### src/rtl/ifetch_queue.sv
// rtl/ifetch_queue.sv - instruction fetch queue, one outstanding imem request, optional IFETCH_QUEUE_BYPASS_EN
module ifetch_queue #(
  parameter logic [31:0] RESET_PC = 32'h0000_0000,
  parameter int          DEPTH    = 4
) (
  input  logic                   clk,
  input  logic                   reset,
  output logic                   imem_req,
  output logic [31:0]            imem_addr,
  input  logic                   imem_ack,
  input  logic [31:0]            imem_rdata,
  input  logic                   redirect,
  input  logic [31:0]            redirect_pc,
  output logic                   instr_valid,
  output logic [31:0]            instr,
  output logic [31:0]            instr_pc,
  input  logic                   instr_ready,
  output logic [$clog2(DEPTH):0] q_count
);
  localparam int PW = $clog2(DEPTH);
  localparam int CW = PW + 1;
  localparam logic [CW-1:0] FULL       = CW'(DEPTH);
  localparam logic [31:0]   RESET_ADDR = RESET_PC & 32'hFFFF_FFFC;

  typedef enum logic [1:0] {S_IDLE = 2'd0, S_REQ = 2'd1, S_DROP = 2'd2} state_e;

  state_e        state_q, state_d;
  logic [31:0]   fetch_pc_q, fetch_pc_d;
  logic [31:0]   addr_q, addr_d;
  logic [PW-1:0] head_q, head_d, tail_q, tail_d;
  logic [CW-1:0] count_q, count_d, rem;
  logic [31:0]   instr_q, instr_d, ipc_q, ipc_d;
  logic [31:0]   mem_data_q [DEPTH];
  logic [31:0]   mem_pc_q   [DEPTH];
  logic          ack_keep, bypass_hit, head_valid, take, pop, push;

  // Only a response to a live (non-dropped) request that is not overtaken by a redirect is kept.
  assign ack_keep   = (state_q == S_REQ) && imem_ack && !redirect;
  assign head_valid = (count_q != '0);
  assign imem_req   = (state_q != S_IDLE);
  assign imem_addr  = addr_q;
  assign q_count    = count_q;

`ifdef IFETCH_QUEUE_BYPASS_EN
  assign bypass_hit  = ack_keep && !head_valid;
  assign instr_valid = head_valid || bypass_hit;
  assign instr       = bypass_hit ? imem_rdata : instr_q;
  assign instr_pc    = bypass_hit ? addr_q : ipc_q;
`else
  assign bypass_hit  = 1'b0;
  assign instr_valid = head_valid;
  assign instr       = instr_q;
  assign instr_pc    = ipc_q;
`endif

  // A redirect wins over a same-cycle pop; a bypassed word that is consumed never enters the queue.
  assign take = instr_valid && instr_ready && !redirect;
  assign pop  = take && head_valid;
  assign push = ack_keep && !(bypass_hit && take);
  assign rem  = count_q - CW'(pop);

  // Queue occupancy and pointer bookkeeping; a redirect empties the queue.
  always_comb begin
    count_d = count_q;
    head_d  = pop  ? head_q + 1'b1 : head_q;
    tail_d  = push ? tail_q + 1'b1 : tail_q;
    if (push && !pop) begin
      count_d = count_q + 1'b1;
    end else if (pop && !push) begin
      count_d = count_q - 1'b1;
    end
    if (redirect) begin
      count_d = '0;
      head_d  = '0;
      tail_d  = '0;
    end
  end

  // Head entry registers: load the new head after a pop/push, otherwise hold the last values.
  always_comb begin
    instr_d = instr_q;
    ipc_d   = ipc_q;
    if (!redirect) begin
      if (rem != '0) begin
        instr_d = mem_data_q[head_d];
        ipc_d   = mem_pc_q[head_d];
      end else if (push) begin
        instr_d = imem_rdata;
        ipc_d   = addr_q;
      end
    end
  end

  // Fetch FSM next state; the space check counts the request about to be issued.
  always_comb begin
    state_d    = state_q;
    fetch_pc_d = fetch_pc_q;
    unique case (state_q)
      S_IDLE: if (count_q < FULL) state_d = S_REQ;
      S_REQ: begin
        if (imem_ack) begin
          fetch_pc_d = fetch_pc_q + 32'd4;
          state_d    = (count_d < FULL) ? S_REQ : S_IDLE;
        end
      end
      S_DROP: if (imem_ack) state_d = S_REQ;
      default: state_d = S_IDLE;
    endcase
    if (redirect) begin
      fetch_pc_d = redirect_pc & 32'hFFFF_FFFC;
      state_d    = ((state_q != S_IDLE) && !imem_ack) ? S_DROP : S_REQ;
    end
    // A dropped request keeps its address on the bus until its response arrives.
    addr_d = (state_d == S_REQ) ? fetch_pc_d : addr_q;
  end

  // Control state registers.
  always_ff @(posedge clk or negedge reset) begin
    if (!reset) begin
      state_q    <= S_IDLE;
      fetch_pc_q <= RESET_ADDR;
      addr_q     <= RESET_ADDR;
      head_q     <= '0;
      tail_q     <= '0;
      count_q    <= '0;
      instr_q    <= '0;
      ipc_q      <= '0;
    end else begin
      state_q    <= state_d;
      fetch_pc_q <= fetch_pc_d;
      addr_q     <= addr_d;
      head_q     <= head_d;
      tail_q     <= tail_d;
      count_q    <= count_d;
      instr_q    <= instr_d;
      ipc_q      <= ipc_d;
    end
  end

  // Queue storage; entries are only read while counted valid, so no reset is needed.
  always_ff @(posedge clk) begin
    if (push) begin
      mem_data_q[tail_q] <= imem_rdata;
      mem_pc_q[tail_q]   <= addr_q;
    end
  end

endmodule

### config.mk
export PLATFORM = sky130hd
export DESIGN_NAME = ifetch_queue
export DESIGN_NICKNAME = d
export VERILOG_FILES = /design/src/rtl/ifetch_queue.sv
export SDC_FILE = /design/constraint.sdc
export NUM_CORES = 1
export LEC_CHECK = 0
export CORE_AREA = 3 3 173 175
export CTS_CLUSTER_SIZE = 25
export DETAILED_ROUTE_END_ITERATION = 12
export DIE_AREA = 0 0 176 178
export GPL_TIMING_DRIVEN = 0
export PLACE_DENSITY = 0.81
export REMOVE_ABC_BUFFERS = 1
export SLEW_MARGIN = 20
export SYNTH_ARGS = -nofsm -noshare
export SYNTH_HDL_FRONTEND = slang
export SYNTH_SLANG_ARGS = --single-unit
### constraint.sdc
create_clock -name clk -period 8.25 [get_ports clk]
set_input_delay 0.825 -clock clk [delete_from_list [all_inputs] [get_ports clk]]
set_output_delay 0.825 -clock clk [all_outputs]
set_load 0.02 [all_outputs]
==> results.py <==
metrics = {
    "pwr": {
        "switching_share_pct": 31.73,
        "p_switching_mw": 2.093,
        "seqPwrFrac_pct": 41.6,
        "p_clk_share_pct": 26.8,
        "ir_worst_vdd_uv": 261.7,
        "power.internal_mw": 4.504,
        "pwr-share-comb_pct": 31.6,
        "p_per_area_mw_per_mm2": 338.2,
        "p_leak_nw": 6.919,
    },
    "clock_network": {
        "cts-root-buf": "clkbuf_16",
        "cts-resized-gates": 0,
        "cts.clk_slew.worst_paths_ns": 0.06,
        "h-tree-depth": 2,
        "clk_latency_ns": 0.51,
        "cts_buffers": 40,
        "cts.sinks": 393,
        "clock_path_buffers": 3,
        "postCtsHoldBufs": 0,
        "cts_tree": "yes",
        "cts_setup_buffers": 0,
    },
    "synthesis": {
        "synth_top_family_by_area": "compound AO/OA/AOI/OAI gates",
        "synth-seq-cells": 393,
        "synth_edf_count": 256,
        "synth_fa_ha_area_share_pct": 0.7179,
        "synth_compound_area_share_pct": 13.89,
        "yosys.area_share.simple_pct": 7.163,
        "ys_seq_area_share_pct": 70.86,
        "yosys-mux-area-fraction_pct": 2.680,
        "synth_top_flop_cell": "edfxtp_1",
        "yosysTopAreaCell": "edfxtp_1",
        "yosys_warnings": 0,
        "synth_cell_type_count": 46,
        "synthTopCellsByArea": "edfxtp_1 (49%), dfrtp_1 (22%), nand2_1 (4.3%)",
        "synth_area_sq_mm": 0.01569,
        "synth-xor-area-share_pct": 1.898,
        "syn_inst": 1122,
        "avgSynthCellArea_sq_um": 13.98,
        "async_flop_share_pct": 34.86,
        "synth_top_area_share_pct": 49.01,
    },
    "worst_setup_path": {
        "rrSetupSlack_ns": 4.47,
        "endpoint_kind": "flop",
        "critical_path.cell_chain": "inv_1, ha_1, nor2b_2, inv_2, nand2_1, nor2_1, ha_1, xnor2_1, and3_1, nand2_4, buf_12, o32ai_1, a21oi_1",
        "cpMostUsedCell": "ha_1",
        "worstReg2RegStart": "q_count[1]$_DFFE_PN0P_",
        "cp.arrival_ns": 4.16,
        "crit_family": "simple AND/OR/NAND/NOR gates",
        "critPathRequiredTime_ns": 8.62,
        "cp.buffers_inverters": 3,
        "cp-start-kind": "flop",
        "cpPeakStageDelay_ns": 0.82,
        "crit_type": "reg -> reg",
        "rr_endpoint": "instr_pc[11]$_DFFE_PN0P_",
        "rr_worst_depth": 13,
        "critPathMaxFanout": 35,
        "cpMaxStageDelayCell": "and3_1",
    },
    "routing": {
        "finalWirelength_mm": 37.16,
        "drtAntennaViolNets": 0,
        "vias": 10430,
        "wl_per_cell_microns": 22.01,
        "drtPass1Iterations": 5,
        "vias_per_cell": 6.177,
        "first_iter_violations": 894,
        "drc": 0,
    },
    "layout": {
        "final-seq-area_sq_mm": 0.01112,
        "drive_above_1_share_pct": 13.19,
        "area.growth.synth_to_final_pct": 24.35,
        "final_common_cell": "edfxtp_1",
        "multi_input_area_sq_mm": 0.004210,
        "final_cell_mix": "edfxtp_1 (256), nand2_1 (178), clkdlybuf4s50_1 (165)",
        "diodes": 0,
        "fin_util_pct": 68.14,
        "fill_cells": 1913,
        "fin_nets": 1352,
    },
    "global_route": {
        "antenna_found_initial": 1,
        "grt_overflow": 0,
        "grt_pass1_vias": 10830,
        "grt_pass1_wl_mm": 58.32,
        "grt_max_degree": 67,
        "grtUsageTotal_pct": 23.67,
    },
    "sta": {
        "hold_ws_ns": 0.2065,
        "fin_skew_ns": 0.01701,
        "fmax_mhz": 264.4,
        "final.period_utilization_pct": 45.85,
        "slew_headroom_pct": 35.46,
        "tightest_slew_ns": 0.9681,
        "rsz0062_at_grt": "false",
        "period_needed_ns": 3.783,
        "hold_viol": 0,
        "finalSetupViolations": 0,
        "maxSlewViolCount": 0,
    },
    "floorplanning": {
        "core_sq_mm": 0.02863,
        "boundaryPins": 170,
        "initial_core_util_pct": 54.80,
        "num_rows": 62,
        "die_y_microns": 178,
        "die_w_microns": 176,
        "dieArea_sq_mm": 0.03133,
    },
    "worst_hold_path": {
        "hold_path.class": "in -> async",
    },
    "flow_run": {
        "cap_violations": 0,
    },
    "run_status": {
        "outcome": "finished, final reports clean",
    },
    "place": {
        "dp.final_hpwl_mm": 22.48,
        "portBuffers": 167,
        "gp_congestion": 0.7625,
    },
}
==> synthesized netlist by cell type, types with 12 or more instances <==
cell and count:
xor2_1 19, a221oi_1 64, inv_1 13, and3_1 13, xnor2_1 15, mux2_2 27
buf_2 22, o21ai_0 28, a21oi_1 59, nor2_1 24, dfrtp_1 137, a31o_1 12
a31o_2 44, o32ai_1 56, nand2_1 179, clkbuf_1 45, edfxtp_1 256, nand3_1 16
==> flip-flops by register name (all words and copies together), names as in the netlist <==
signal      cells
instr          32
q_count         3
fetch_pc_q     32
tail_q          2
state_q         2
mem_pc_q      128
mem_data_q    128
instr_pc       32
imem_addr      32
head_q          2
==> per-layer routing <==
layer  up-vias  GRT usage [%]  part of all wire (%)
met2       423          39.22                    49
met3        76          4.555                   6.7
met5         -              0                 0.032
li1       4625              -                     -
met1      5300          32.21                    42
met4         2          7.159                   2.2
==> cell families after synthesis <==
| family | after synthesis |
|---|---|
| buffers and inverters | 98 |
| DFF | 393 |
| xor gates and xnor gates | 34 |
| muxes | 38 |
| and+or+nand+nor | 261 |
| AOI/OAI and AO/OA | 289 |
| adders and majority gates | 9 |
==> power by group through the flow <==
stage          Combinational (mW)  Clock, mW  Sequential, mW
3_5_place_dp                 2.08          0            2.78
5_1_grt                      2.23       1.87            2.78
3_3_place_gp                 1.92          0            2.78
6_report                     2.08       1.77            2.74
4_1_cts                      2.10       1.80            2.74
2_1_floorplan               0.853          0            2.97
==> worst max-delay path by stage <==
stage / from / to / slack [ns] / cells after the start
finish: q_count[1]$_DFFE_PN0P_ / instr_pc[11]$_DFFE_PN0P_ / 4.47 / 13
global route: q_count[0]$_DFFE_PN0P_ / instr[7]$_DFFE_PN0P_ / 4.27 / 13
CTS: q_count[1]$_DFFE_PN0P_ / instr_pc[11]$_DFFE_PN0P_ / 4.47 / 13
detailed placement: instr_ready / instr_pc[11]$_DFFE_PN0P_ / 4.17 / 10
global placement: redirect / instr_pc[29]$_DFFE_PN0P_ / -12.61 / 7
floorplan: head_q[1]$_DFF_PN0_ / instr[0]$_DFFE_PN0P_ / -1.43 / 6
==> layout make-up <==
| class | count | area share [%] |
|---|---|---|
| clock inverters | 9 | 0.5965 |
| multi-input cells | 631 | 21.58 |
| repair buffers | 194 | 12.08 |
| inverters | 14 | 0.2822 |
| flip-flops and latches | 393 | 57.00 |
| clock buffers | 63 | 5.991 |
| well taps | 384 | 2.463 |
==> stage by stage <==
stage	setup slack, ns	cell area [sq um]	total power [mW]	setup TNS, ns	cells
floorplan	-1.430	15300	3.827	-91.40	1038
global placement	-12.61	17450	4.707	-913.93	1589
detailed placement	4.166	18220	4.861	0	1616
CTS	4.475	19500	6.641	0	1688
global route	4.269	19510	6.885	0	1688
finish	4.467	19510	6.597	0	1688
(Power assumes the default switching activity.)
